File: config.mk
export PLATFORM = sky130hd
export DESIGN_NAME = reu_regfile
export DESIGN_NICKNAME = d
export VERILOG_FILES = /design/src/rtl/reu_pkg.sv /design/src/rtl/reu_shadow_counter.sv /design/src/rtl/reu_regfile.sv
export SDC_FILE = /design/constraint.sdc
export NUM_CORES = 1
export LEC_CHECK = 0
export BUFFER_PORTS_ARGS = -buffer_cell sky130_fd_sc_hd__buf_2
export CAP_MARGIN = 30
export CORE_UTILIZATION = 45
export CTS_CLUSTER_SIZE = 30
export DETAILED_ROUTE_END_ITERATION = 12
export GPL_ROUTABILITY_DRIVEN = 0
export PLACE_DENSITY = 0.75
export SLEW_MARGIN = 10
export SYNTH_ARGS = -nofsm -noshare
export SYNTH_HDL_FRONTEND = slang
export SYNTH_SLANG_ARGS = --single-unit
File: constraint.sdc
create_clock -name PHI2 -period 2.6 [get_ports PHI2]
set_clock_uncertainty 0.2 [all_clocks]
set_input_delay 0 -clock PHI2 [delete_from_list [all_inputs] [get_ports PHI2]]
set_output_delay 0 -clock PHI2 [all_outputs]
set_load 0.01 [all_outputs]
File: src/rtl/reu_pkg.sv
// REU register file shared definitions: register offsets, transfer type
// codes, register bit positions and reset constants.
package reu_pkg;

  localparam logic [4:0] REG_STATUS   = 5'h00;
  localparam logic [4:0] REG_CMD      = 5'h01;
  localparam logic [4:0] REG_CA_LO    = 5'h02;
  localparam logic [4:0] REG_CA_HI    = 5'h03;
  localparam logic [4:0] REG_REUA_LO  = 5'h04;
  localparam logic [4:0] REG_REUA_MID = 5'h05;
  localparam logic [4:0] REG_REUA_BNK = 5'h06;
  localparam logic [4:0] REG_LEN_LO   = 5'h07;
  localparam logic [4:0] REG_LEN_HI   = 5'h08;
  localparam logic [4:0] REG_IMR      = 5'h09;
  localparam logic [4:0] REG_ACR      = 5'h0A;

  typedef enum logic [1:0] {
    XFER_C64REU = 2'd0,
    XFER_REUC64 = 2'd1,
    XFER_SWAP   = 2'd2,
    XFER_VERIFY = 2'd3
  } xfer_e;

  localparam int unsigned ST_IRQ       = 7;
  localparam int unsigned ST_EOB       = 6;
  localparam int unsigned ST_VERR      = 5;
  localparam int unsigned ST_SIZE      = 4;

  localparam int unsigned CMD_EXEC     = 7;
  localparam int unsigned CMD_AUTOLOAD = 5;
  localparam int unsigned CMD_FF00DIS  = 4;

  localparam int unsigned IMR_IE       = 7;
  localparam int unsigned IMR_EOBM     = 6;
  localparam int unsigned IMR_VERRM    = 5;

  localparam int unsigned ACR_FIXCA    = 7;
  localparam int unsigned ACR_FIXREUA  = 6;

  localparam logic [15:0] LEN_RESET    = 16'hFFFF;

endpackage

File: src/rtl/reu_shadow_counter.sv
// Working register plus autoload shadow copy.
//   clk      : state clock (falling edge active)
//   rst      : synchronous active-high reset to RESET_VAL (both copies)
//   wrEn     : per-byte-lane CPU write enables; writes working and shadow
//   wrData   : CPU write byte, applied to every enabled lane
//   step     : increment (DOWN=0) or decrement (DOWN=1) request
//   fix      : suppresses step
//   autoload : reload working value from shadow
//   value    : working value
// Priority: CPU write > autoload > step.
module reu_shadow_counter #(
  parameter int unsigned W         = 16,
  parameter int unsigned NB        = (W + 7) / 8,
  parameter logic [W-1:0] RESET_VAL = '0,
  parameter bit          DOWN      = 1'b0
) (
  input  logic          clk,
  input  logic          rst,
  input  logic [NB-1:0] wrEn,
  input  logic [7:0]    wrData,
  input  logic          step,
  input  logic          fix,
  input  logic          autoload,
  output logic [W-1:0]  value
);

  logic [W-1:0] shadow;
  logic [W-1:0] loadVal;
  logic [W-1:0] shadowNext;
  logic [W-1:0] valueNext;

  always_comb begin
    loadVal    = value;
    shadowNext = shadow;
    for (int unsigned i = 0; i < W; i++) begin
      if (wrEn[i / 8]) begin
        loadVal[i]    = wrData[i % 8];
        shadowNext[i] = wrData[i % 8];
      end
    end
    valueNext = value;
    if (|wrEn) begin
      // unwritten lanes hold; a write suppresses any step/reload this edge
      valueNext = loadVal;
    end else if (autoload) begin
      valueNext = shadow;
    end else if (step && !fix) begin
      valueNext = DOWN ? value - 1'b1 : value + 1'b1;
    end
  end

  always_ff @(negedge clk) begin
    if (rst) begin
      value  <= RESET_VAL;
      shadow <= RESET_VAL;
    end else begin
      value  <= valueNext;
      shadow <= shadowNext;
    end
  end

endmodule

File: src/rtl/reu_regfile.sv
// CPU-visible REU register file ($DF00-$DF0A, mirrored every 32 bytes).
//   PHI2      : system clock, all state on the falling edge
//   RegReset  : synchronous active-high reset
//   IOSel/RW/A/Din/Dout : CPU register window access (Dout combinational)
//   FF00Wr    : qualified CPU write to $FF00 (deferred start trigger)
//   NextCA/NextREUA/XferEnd/VerifyErr/Autoload : events from dma_seq
//   Execute/XferType/Length1/CA/REUA : controls and addresses to dma_seq
//   nIRQ      : registered active-low interrupt
// REUA_W is expected in 17..24 so the REU address spans exactly three bytes.
module reu_regfile
  import reu_pkg::*;
#(
  parameter int unsigned REUA_W   = 19,
  parameter bit          SIZE_BIT = 1'b1
) (
  input  logic              PHI2,
  input  logic              RegReset,
  input  logic              IOSel,
  input  logic              RW,
  input  logic [4:0]        A,
  input  logic [7:0]        Din,
  output logic [7:0]        Dout,
  input  logic              FF00Wr,
  input  logic              NextCA,
  input  logic              NextREUA,
  input  logic              XferEnd,
  input  logic              VerifyErr,
  input  logic              Autoload,
  output logic              Execute,
  output logic [1:0]        XferType,
  output logic              Length1,
  output logic [15:0]       CA,
  output logic [REUA_W-1:0] REUA,
  output logic              nIRQ
);

  localparam int unsigned REUA_NB = (REUA_W + 7) / 8;

  logic        exec, autoloadEn, ff00Dis, ff00Seen;
  logic        ie, eobm, verrm, fixCa, fixReua;
  logic        eob, verr;
  logic        wr, rdStatus, wrCmd, execNext, armed, irqFlag, doAutoload;
  logic [1:0]  caWr, lenWr;
  logic [REUA_NB-1:0] reuaWr;
  logic [15:0] len;
  logic [7:0]  bankByte;

  assign wr         = IOSel && !RW;
  assign rdStatus   = IOSel && RW && (A == REG_STATUS);
  assign wrCmd      = wr && (A == REG_CMD);
  assign doAutoload = Autoload && autoloadEn;

  always_comb begin
    caWr      = '0;
    lenWr     = '0;
    reuaWr    = '0;
    caWr[0]   = wr && (A == REG_CA_LO);
    caWr[1]   = wr && (A == REG_CA_HI);
    reuaWr[0] = wr && (A == REG_REUA_LO);
    reuaWr[1] = wr && (A == REG_REUA_MID);
    reuaWr[2] = wr && (A == REG_REUA_BNK);
    lenWr[0]  = wr && (A == REG_LEN_LO);
    lenWr[1]  = wr && (A == REG_LEN_HI);
  end

  reu_shadow_counter #(.W(16), .RESET_VAL(16'h0000), .DOWN(1'b0)) caCnt (
    .clk(PHI2), .rst(RegReset), .wrEn(caWr), .wrData(Din),
    .step(NextCA), .fix(fixCa), .autoload(doAutoload), .value(CA)
  );

  reu_shadow_counter #(.W(REUA_W), .RESET_VAL('0), .DOWN(1'b0)) reuaCnt (
    .clk(PHI2), .rst(RegReset), .wrEn(reuaWr), .wrData(Din),
    .step(NextREUA), .fix(fixReua), .autoload(doAutoload), .value(REUA)
  );

  reu_shadow_counter #(.W(16), .RESET_VAL(LEN_RESET), .DOWN(1'b1)) lenCnt (
    .clk(PHI2), .rst(RegReset), .wrEn(lenWr), .wrData(Din),
    .step(NextCA), .fix(1'b0), .autoload(doAutoload), .value(len)
  );

  // CPU write of EXEC beats a concurrent XferEnd
  assign execNext = wrCmd ? Din[CMD_EXEC] : (XferEnd ? 1'b0 : exec);
  assign armed    = exec && (ff00Dis || ff00Seen);
  assign irqFlag  = ie && ((eob && eobm) || (verr && verrm));
  assign Length1  = (len == 16'h0001);

  always_ff @(negedge PHI2) begin
    if (RegReset) begin
      exec       <= 1'b0;
      autoloadEn <= 1'b0;
      ff00Dis    <= 1'b0;
      XferType   <= '0;
      ff00Seen   <= 1'b0;
      ie         <= 1'b0;
      eobm       <= 1'b0;
      verrm      <= 1'b0;
      fixCa      <= 1'b0;
      fixReua    <= 1'b0;
      eob        <= 1'b0;
      verr       <= 1'b0;
      Execute    <= 1'b0;
      nIRQ       <= 1'b1;
    end else begin
      exec <= execNext;
      if (wrCmd) begin
        autoloadEn <= Din[CMD_AUTOLOAD];
        ff00Dis    <= Din[CMD_FF00DIS];
        XferType   <= Din[1:0];
      end
      if (wr && (A == REG_IMR)) begin
        ie    <= Din[IMR_IE];
        eobm  <= Din[IMR_EOBM];
        verrm <= Din[IMR_VERRM];
      end
      if (wr && (A == REG_ACR)) begin
        fixCa   <= Din[ACR_FIXCA];
        fixReua <= Din[ACR_FIXREUA];
      end
      // a new start always needs a fresh $FF00 write
      if (!execNext || XferEnd) begin
        ff00Seen <= 1'b0;
      end else if (FF00Wr && exec && !ff00Dis) begin
        ff00Seen <= 1'b1;
      end
      // set wins over clear-on-read
      if (XferEnd) begin
        eob <= 1'b1;
      end else if (rdStatus) begin
        eob <= 1'b0;
      end
      if (VerifyErr) begin
        verr <= 1'b1;
      end else if (rdStatus) begin
        verr <= 1'b0;
      end
      Execute <= armed;
      nIRQ    <= !irqFlag;
    end
  end

  always_comb begin
    bankByte                = '1;
    bankByte[REUA_W-17:0]   = REUA[REUA_W-1:16];
  end

  always_comb begin
    Dout = 8'hFF;
    case (A)
      REG_STATUS: begin
        Dout          = '0;
        Dout[ST_IRQ]  = irqFlag;
        Dout[ST_EOB]  = eob;
        Dout[ST_VERR] = verr;
        Dout[ST_SIZE] = SIZE_BIT;
      end
      REG_CMD: begin
        Dout[CMD_EXEC]     = exec;
        Dout[CMD_AUTOLOAD] = autoloadEn;
        Dout[CMD_FF00DIS]  = ff00Dis;
        Dout[1:0]          = XferType;
      end
      REG_CA_LO:    Dout = CA[7:0];
      REG_CA_HI:    Dout = CA[15:8];
      REG_REUA_LO:  Dout = REUA[7:0];
      REG_REUA_MID: Dout = REUA[15:8];
      REG_REUA_BNK: Dout = bankByte;
      REG_LEN_LO:   Dout = len[7:0];
      REG_LEN_HI:   Dout = len[15:8];
      REG_IMR: begin
        Dout[IMR_IE]    = ie;
        Dout[IMR_EOBM]  = eobm;
        Dout[IMR_VERRM] = verrm;
      end
      REG_ACR: begin
        Dout[ACR_FIXCA]   = fixCa;
        Dout[ACR_FIXREUA] = fixReua;
      end
      default: Dout = 8'hFF;
    endcase
  end

endmodule

==> results.tsv, run 1 <==
metric	value	unit
status	finished with violations	
failing checks	negative setup slack	
CTS HTree Levels	4	
Reg clk slew, reported paths	30	ps
Area after DPL	8979	um^2
synthesis-to-layout area growth	63.41	%
synthesized area per cell	7.557	um^2
crit path kind	flop to output port	
crit path capture type	output port	
critical path depth	3	
maximum vdd drop	0.4536	mV
first-pass GRT wire length	47.91	mm
placed cells	1300	
Total GRT Usage	38.82	%
# IOs	71	
Mapped Cells	928	
Root Driver	clkbuf_16	
Slowest Stage Delay on Critical Path	850	ps
# rows	45	
Hold WC Path Type	input pin to output port	
dominant synthesized flop cell	dfxtp_1	
layout cells sized above 1	40.55	%
wire per inst	24.86	um
core area	15200	um^2
Post-synth EDFFs	0	
Synth Register Bits	117	
Post-synth ARST share	0	%
Seq/Total Area, Yosys	33.40	%
Hold Vio Cnt, Final	0	
Power per Cell Area	544.4	nW/um^2
Worst setup SP type	flop	
Max-Cap Viols	0	
crit-path cells	nor3_1, o2111ai_4, buf_6	
# nets final	1326	
die extent in y	126.8	um
CP delay by family, top	simple AND/OR/NAND/NOR gates	
Pleak	5.178	nW
Reg area	2422	um^2
Initial Util	46.13	%
CTS Hold Bufs	0	
Slew HR	31.28	%
final instance area	11460	um^2
Buf+Inv Stages, Crit Path	1	
Pre-antenna DRT Iters	8	
RSZ-0062 raised after global routing	true	
vias per inst	6.916	
DRC viols	0	
Layout Cells excl Fill	1501	
largest net degree at the start of global routing	49	
total number of vias	10380	
CP max FO	4	
WP data arrival	3370	ps
FILL cells	915	
PnR worst setup slack	-972.3	ps
Hold Crit Depth	4	
Cell variety after synth	84	
Max Buffers Root-to-Sink	2	
clock sinks	117	
worst-margin pin slew	1023	ps
leading cell type in the layout, fill and taps excluded	buf_4	
Die Footprint	16090	um^2
clock latency on the worst-skew pair	500	ps
Pwr Total	0.006239	W
drt first-iter violations	1809	
synthesized area	7013	um^2
syn nets	955	
final setup fails	52	
DP HPWL	19.41	mm
vias in the first global route	9094	
global route total overflow	0	
Max Slew Vio Count	0	
initial antenna violation count	1	
quantity of I/O buffers inserted on ports	70	
yosys warns	0	
Final Util	75.38	%
footprint of the multi-input gates	5132	um^2
Total Wirelength	37.32	mm
CTS tree	built	
Die Wd	126.8	um
cts bufs inserted	17	
Final TNS setup	-9456	ps
Req. time, crit path	2400	ps
Crit-path slowest cell	nor3_1	
Antenna Nets Post-Route	0	
commonest non-fill, non-tap cells in the layout	buf_4 (176), inv_1 (130), nand2_1 (110)	
R2R depth	6	
-- power by group --
| group | internal [W] | switching [W] |
|---|---|---|
| registers | 0.00185 | 0.0000603 |
| logic | 0.000434 | 0.000574 |
| clock network | 0.00173 | 0.00158 |
-- worst paths after layout --
path,slack (ps),startpoint,to
max,-970,exec,Dout[7]
min,210,A[4],Dout[5]
max reg2reg,20,lenCnt.value[3],lenCnt.value[11]
min reg2reg,250,reuaCnt.shadow[3],reuaCnt.shadow[3]
-- tightest hold or removal path: stages --
cell     delay (ps)
buf_6           110
a21oi_1          50
nand4_1         120
buf_2           140
-- kinds of logic after synthesis --
logic type	count (synthesis)	share of synthesized area [%]
buffers and inverters	84	5.031
DFF	117	33.40
adders and majority gates	4	0.7137
AOI/OAI and AO/OA	278	26.49
xor gates and xnor gates	31	3.872
and+or+nand+nor	397	28.05
muxes	17	2.444
-- final cells by class --
class	count	area share [%]
multi-input combinational	730	44.79
timing repair buffer	304	22.69
sequential	117	21.14
clock inverter	132	5.208
clock buffer	17	3.712
tap	188	2.053
inverter	12	0.3931
antenna	1	0.02184
-- cells in the mapped netlist, types with 8 or more instances --
| library cell | n | share of area (%) |
|---|---|---|
| a211oi_1 | 21 | 2.2 |
| a21oi_1 | 86 | 6.1 |
| a221oi_1 | 10 | 1.2 |
| a22oi_1 | 14 | 1.5 |
| a31oi_1 | 18 | 1.6 |
| and3_1 | 8 | 0.71 |
| buf_2 | 17 | 1.2 |
| clkbuf_1 | 45 | 2.4 |
| dfxtp_1 | 117 | 33 |
| inv_1 | 13 | 0.70 |
| mux2i_1 | 16 | 2.3 |
| nand2_1 | 119 | 6.4 |
| nand2b_1 | 9 | 0.80 |
| nand3_1 | 54 | 3.9 |
| nand4_1 | 12 | 1.1 |
| nor2_1 | 104 | 5.6 |
| nor3_1 | 23 | 1.6 |
| nor4_1 | 14 | 1.2 |
| o211ai_1 | 10 | 1.1 |
| o21ai_0 | 44 | 3.1 |
| o32ai_1 | 8 | 1.0 |
| xnor2_1 | 17 | 2.1 |
| xor2_1 | 14 | 1.7 |
-- stage by stage --
step | hold slack (ps) | setup slack (ps)
4_1_cts | 188.1 | -730.3
5_1_grt | 208.0 | -872.8
6_report | 212.2 | -972.3
3_3_place_gp | 238.9 | -538.0
3_5_place_dp | 235.0 | -565.9
2_1_floorplan | 203.7 | -435.4
-- registers in the layout, indices dropped and copies added, names as in the netlist, 2 cells and up --
register        count
XferType            2
caCnt.shadow       16
caCnt.value        16
lenCnt.shadow      16
lenCnt.value       16
reuaCnt.shadow     19
reuaCnt.value      19
-- layer usage --
layer / global-route usage [%] / vias to the layer above / part of all wire (%)
met5: 0 / - / 0
li1: - / 4167 / -
met3: 13.92 / 382 / 16
met4: 26.33 / 0 / 9.4
met2: 57.47 / 1123 / 42
met1: 47.12 / 4709 / 33
-- what timing repair did --
item,CTS,global route
setup buffers,14,38
pin swaps,39,54
cloned,3,2
resized for setup,126,164
setup endpoints to repair,73,93
No activity file was read; power rests on OpenSTA's default activity.
==> run 2, diff against run 1 <==
==> constraint.sdc (replaced) <==
create_clock -name PHI2 -period 2.6 [get_ports PHI2]
set_clock_uncertainty 0.2 [all_clocks]
set_input_delay 0.52 -clock PHI2 [delete_from_list [all_inputs] [get_ports PHI2]]
set_output_delay 0.52 -clock PHI2 [all_outputs]
set_load 0.01 [all_outputs]
==> results.tsv, run 2 <==
metric	value	unit	change
Synth Register Bits	117		unchanged
Post-synth ARST share	0	%	unchanged
syn nets	955		unchanged
die extent in y	126.8	um	unchanged
Total GRT Usage	79.81	%	
yosys warns	0		unchanged
synthesized area per cell	7.557	um^2	unchanged
Initial Util	46.13	%	unchanged
Cell variety after synth	84		unchanged
clock sinks	117		unchanged
Worst EP kind	output port		
largest area contributor in the netlist	dfxtp_1		
Setup WS pre-CTS	-1078	ps	-512.4 ps
ranking of synthesized cells by area	dfxtp_1 (33%), nand2_1 (6.4%), a21oi_1 (6.1%)		
count leader, synth	nand2_1		
global route total overflow	42		
Root Driver	clkbuf_16		
Halt Stage	5_1_grt		
CTS HTree Levels	4		unchanged
dominant synthesized flop cell	dfxtp_1		
# IOs	71		unchanged
Max Buffers Root-to-Sink	2		unchanged
Synth top area share	33.40	%	unchanged
cts bufs inserted	17		unchanged
# rows	45		unchanged
most instantiated cells after synthesis	nand2_1 (119), dfxtp_1 (117), nor2_1 (104)		
Tool Error	[ERROR GRT-0232] Routing congestion too high. Check the congestion heatmap in the GUI.		
Die Wd	126.8	um	unchanged
largest net degree at the start of global routing	35		
synthesized area	7013	um^2	unchanged
Crit. endpoint post-GRT repair	Dout[1]		
Post-synth EDFFs	0		unchanged
CTS Hold Bufs	0		unchanged
DP HPWL	20.21	mm	+4.1%
status	aborted with a tool error		
Seq/Total Area, Yosys	33.40	%	unchanged
Mapped Cells	928		unchanged
Area after DPL	9265	um^2	+3.2%
quantity of I/O buffers inserted on ports	70		unchanged
[run 2: what timing repair did]
action / CTS
endpoints found under the setup margin: 163
buffers inserted: 72
cloned: 8
endpoints found under the hold margin: 0
gates resized for setup: 329
pin swaps: 119
[run 2: metal layers]
metal  track usage, %  GRT overflow
met1            78.42             1
met2            93.54            23
met3            70.27             0
met4            78.85            18
met5            39.01             0
[run 2: kinds of logic after synthesis]
| kind of cell | after synthesis | share of synthesized area (%) |
|---|---|---|
| multiplexers | 17 | 2.444 |
| XOR/XNOR | 31 | 3.872 |
| AO/OA/AOI/OAI | 278 | 26.49 |
| buffers and inverters | 84 | 5.031 |
| flip-flops | 117 | 33.40 |
| adder cells (fa/ha/maj) | 4 | 0.7137 |
| AND/OR/NAND/NOR | 397 | 28.05 |
[run 2: stage by stage]
| step | std cells | hold WS, ps |
|---|---|---|
| after CTS | 1554 | 248.6 |
| after detailed placement | 1330 | 243.0 |
| after global placement | 1330 | 240.1 |
| after floorplan | 928 | 200.8 |
==> run 3, diff against run 2 <==
CORE_UTILIZATION = 30   (was 45)
CTS_CLUSTER_SIZE = unset   (was 30)
PLACE_DENSITY = unset   (was 0.75)
PLACE_DENSITY_LB_ADDON = 0.15   (was unset)
==> results.tsv, run 3 (same netlist as run 1, synthesis figures left out) <==
metric	value	unit	change
crit path capture type	output port		
DRC viols	0		
die extent in y	154.9	um	+22%
leading cell type in the layout, fill and taps excluded	buf_4		
NetSw	0.002037	W	
drt first-iter violations	745		
Max Buffers Root-to-Sink	2		unchanged
initial antenna violation count	0		
Antenna Nets Post-Route	0		
R2R depth	8		
Setup WS pre-CTS	-1104	ps	-25.37 ps
Initial Util	30.79	%	-15 points
switching fraction of total power	32.00	%	
Area after DPL	9542	um^2	+3.0%
global route total overflow	0		
synthesis-to-layout area growth	86.96	%	
Die Footprint	23990	um^2	
WP data arrival	3060	ps	
failing checks	negative setup slack		
maximum vdd drop	0.3923	mV	
CTS tree	built		
largest net degree at the start of global routing	26		
hold_sp	reuaCnt.shadow[15]		
DP HPWL	23.24	mm	+15%
cts bufs inserted	17		unchanged
layout cells sized above 1	49.64	%	
worst r2r src	caCnt.value[7]		
vias per inst	5.500		
final setup fails	163		
crit path kind	flop to output port		
Critical R2R Capture	caCnt.value[14]		
commonest non-fill, non-tap cells in the layout	buf_4 (202), buf_6 (141), inv_1 (127)		
CP max FO	2		
Total GRT Usage	28.76	%	
# rows	55		+22%
Slew HR	60.05	%	
PnR worst setup slack	-1182	ps	
# IOs	71		unchanged
CTS HTree Levels	4		unchanged
Hold Vio Cnt, Final	0		
first-pass GRT wire length	52.83	mm	
worst hold slack	250.8	ps	
final instance area	13110	um^2	
status	finished with violations		
Die Wd	154.9	um	+22%
Reg clk slew, reported paths	30	ps	
vias in the first global route	9293		
Root Driver	clkbuf_16		
Max Slew Vio Count	0		
Power per Cell Area	485.6	nW/um^2	
worst-margin pin slew	597.1	ps	
Pre-antenna DRT Iters	4		
Clk pwr share	52.5	%	
Pwr Total	0.006367	W	
diode count	0		
Worst R2R Setup Slack	70	ps	
Worst setup SP type	flop		
Pleak	5.779	nW	
clock latency on the worst-skew pair	470	ps	
Total Wirelength	34.55	mm	
FILL cells	2026		
Sequential Power Share	29.9	%	
# nets final	1417		
quantity of I/O buffers inserted on ports	70		unchanged
Req. time, crit path	1880	ps	
Hold Crit Depth	2		
core area	22780	um^2	
Logic pwr share	17.5	%	
clock sinks	117		unchanged
Hold WC Path Type	flop to flop		
total number of vias	9432		
RSZ-0062 raised after global routing	true		
Largest regs	reuaCnt.shadow (19), reuaCnt.value (19)		
wire per inst	20.14	um	
Final Util	57.56	%	
internal power	0.004330	W	
Max-Cap Viols	0		
hold worst-path end	reuaCnt.shadow[15]		
-- run 3: critical path, cell delays in order, from the launching register on --
cell and delay [ps]:
dfxtp_2 330, mux2i_1 150, nor3_1 70, a2111oi_1 360
buf_4 200, nand3_4 70, buf_6 140
-- run 3: timing repair --
| action | 4_1_cts | 5_1_grt |
|---|---|---|
| cloned | 7 | 1 |
| endpoints found under the setup margin | 163 | 163 |
| buffers inserted | 54 | 51 |
| hold buffers | 0 | 0 |
| resized for setup | 384 | 103 |
| pin swaps | 120 | 55 |
-- run 3: stage by stage --
step	TNS, ps	instances
finish	-73260	1715
global route	-79570	1715
CTS	-67570	1683
detailed placement	-115890	1476
global placement	-114790	1476
floorplan	-84810	928
-- run 3: worst max path at each step --
stage,start,endpoint,slack (ps),depth (start not counted)
5_1_grt,lenCnt.value[11],Dout[3],-1240,4
4_1_cts,reuaCnt.value[12],Dout[4],-1160,6
3_3_place_gp,A[3],lenCnt.value[3],-1100,9
2_1_floorplan,A[4],caCnt.value[0],-960,7
3_5_place_dp,A[3],lenCnt.value[4],-1100,9
6_report,reuaCnt.value[12],Dout[4],-1180,6
-- run 3: power by group through the flow --
| stage | combinational (W) | sequential [W] | clock [W] |
|---|---|---|---|
| 2_1_floorplan | 0.000366 | 0.00194 | 0.000274 |
| 3_3_place_gp | 0.000793 | 0.00192 | 0.000274 |
| 3_5_place_dp | 0.000791 | 0.00192 | 0.000274 |
| 4_1_cts | 0.00103 | 0.00191 | 0.00342 |
| 5_1_grt | 0.00118 | 0.00190 | 0.00366 |
| 6_report | 0.00112 | 0.00191 | 0.00334 |
-- run 3: metal layers --
layer	vias up	wire [um]	GRT usage (%)
li1	4350	-	-
met1	4591	15430	37.03
met2	403	15680	44.57
met3	88	2106	7.604
met4	0	1333	13.77
met5	-	0	0
-- run 3: cell type report --
type | count | area [um^2] | area share, %
clock buffers | 17 | 425.4 | 3.245
flip-flops and latches | 117 | 2430 | 18.53
well taps | 313 | 391.6 | 2.987
clock inverters | 131 | 641.9 | 4.896
repair buffers | 395 | 3727 | 28.43
multi-input cells | 730 | 5448 | 41.55
inverters | 12 | 47.55 | 0.3626
==> run 4, diff against run 3 <==
BUFFER_PORTS_ARGS = -buffer_cell sky130_fd_sc_hd__buf_4   (was -buffer_cell sky130_fd_sc_hd__buf_2)
GPL_TIMING_DRIVEN = 1   (was unset)
==> results.tsv, run 4 (same netlist as run 1, synthesis figures left out) <==
metric	value	unit	change
leading cell type in the layout, fill and taps excluded	buf_4		
Initial Util	30.79	%	unchanged
status	finished with violations		
drt first-iter violations	762		+2.3%
# rows	55		unchanged
largest net degree at the start of global routing	29		+12%
CTS tree	built		
Total GRT Usage	28.90	%	+0.14 points
clock latency on the worst-skew pair	480	ps	about the same
die extent in y	154.9	um	unchanged
final setup fails	163		unchanged
Clk pwr share	51.5	%	-1.0 points
crit path kind	flop to output port		
Max-Cap Viols	0		unchanged
initial antenna violation count	0		unchanged
maximum vdd drop	0.3808	mV	-2.9%
synthesis-to-layout area growth	98.61	%	
final instance area	13930	um^2	+6.2%
# IOs	71		unchanged
internal power	0.004283	W	-1.1%
# nets final	1433		+1.1%
R2R depth	6		-2
Pre-antenna DRT Iters	9		+5
Max Buffers Root-to-Sink	2		unchanged
Total Wirelength	35.90	mm	+3.9%
Root Driver	clkbuf_16		
Req. time, crit path	1880	ps	about the same
Final TNS setup	-72980	ps	+279.3 ps
Pleak	6.149	nW	+6.4%
quantity of I/O buffers inserted on ports	70		unchanged
wire per inst	20.74	um	+3.0%
Max Slew Vio Count	0		unchanged
Final Util	61.15	%	+3.6 points
worst hold slack	255.1	ps	+4.299 ps
core area	22780	um^2	unchanged
Hold Vio Cnt, Final	0		unchanged
CTS HTree Levels	4		unchanged
DRC viols	0		unchanged
CP max FO	2		unchanged
Worst R2R Setup Slack	170	ps	+100 ps
Hold WC Path Type	flop to flop		
first-pass GRT wire length	52.82	mm	about the same
failing checks	negative setup slack		
vias in the first global route	9480		+2.0%
vias per inst	5.566		+1.2%
Power per Cell Area	461.9	nW/um^2	-4.9%
global route total overflow	0		unchanged
clock sinks	117		unchanged
Area after DPL	9709	um^2	+1.8%
Worst setup SP type	flop		
WP data arrival	3080	ps	+20 ps
Reg clk slew, reported paths	30	ps	about the same
RSZ-0062 raised after global routing	true		
Largest regs	reuaCnt.shadow (19), reuaCnt.value (19)		
DP HPWL	23.16	mm	-0.36%
cts bufs inserted	17		unchanged
layout cells sized above 1	54.58	%	+4.9 points
Antenna Nets Post-Route	0		unchanged
total number of vias	9635		+2.2%
commonest non-fill, non-tap cells in the layout	buf_4 (216), buf_6 (152), inv_1 (128)		
PnR worst setup slack	-1203	ps	-21.37 ps
Hold Crit Depth	2		unchanged
Sequential Power Share	29.6	%	-0.3 points
Slew HR	72.57	%	+13 points
Die Wd	154.9	um	unchanged
NetSw	0.002150	W	+5.5%
worst-margin pin slew	410.7	ps	-186.4 ps
Logic pwr share	19.0	%	+1.5 points
switching fraction of total power	33.42	%	+1.4 points
diode count	0		unchanged
crit path capture type	output port		
Die Footprint	23990	um^2	unchanged
run 4: repair_timing:
| item | CTS | global route |
|---|---|---|
| endpoints found under the setup margin | 163 | 163 |
| resized for setup | 366 | 241 |
| pin swaps | 105 | 130 |
| hold buffers | 0 | 0 |
| gates cloned | 8 | 1 |
| setup buffers | 65 | 70 |
run 4: worst max-delay path, cell delays in order (launching register included):
cell	delay, ps
dfxtp_4	360
mux2i_2	160
nor3_2	60
a2111oi_2	360
buf_4	190
nand3_4	70
buf_6	140
run 4: final cells by class:
class / instances / area (um^2)
clock inverters: 131 / 620.6
flip-flops and latches: 117 / 2440
multi-input cells: 730 / 5887
fillers: 1967 / 8850
inverters: 12 / 50.05
repair buffers: 411 / 4114
clock buffers: 17 / 425.4
well taps: 313 / 391.6
run 4: worst paths after layout:
path                     startpoint               end
setup / recovery  reuaCnt.value[12]           Dout[4]
hold reg to reg    caCnt.shadow[12]  caCnt.shadow[12]
setup reg to reg    lenCnt.value[2]  lenCnt.value[13]
hold / removal     caCnt.shadow[12]  caCnt.shadow[12]
run 4: metal layers:
layer / track usage, % / up-vias / share of wire (%)
li1: - / 4392 / -
met1: 37.68 / 4688 / 44
met2: 42.75 / 445 / 45
met3: 7.521 / 110 / 7.4
met4: 17.26 / 0 / 3.7
met5: 0 / - / 0
run 4: through the flow:
stage / setup slack [ps] / cells / power (W)
floorplan: -955.4 / 928 / 0.002585
global placement: -1064 / 1470 / 0.003027
detailed placement: -1091 / 1470 / 0.003027
CTS: -1194 / 1687 / 0.006327
global route: -1256 / 1731 / 0.006748
finish: -1203 / 1731 / 0.006434
run 4: power groups by stage:
stage / Clock (W) / Sequential (W) / Combinational [W]
floorplan: 0.000274 / 0.00194 / 0.000366
global placement: 0.000274 / 0.00192 / 0.000833
detailed placement: 0.000274 / 0.00192 / 0.000834
CTS: 0.00335 / 0.00190 / 0.00108
global route: 0.00357 / 0.00190 / 0.00127
finish: 0.00331 / 0.00190 / 0.00122
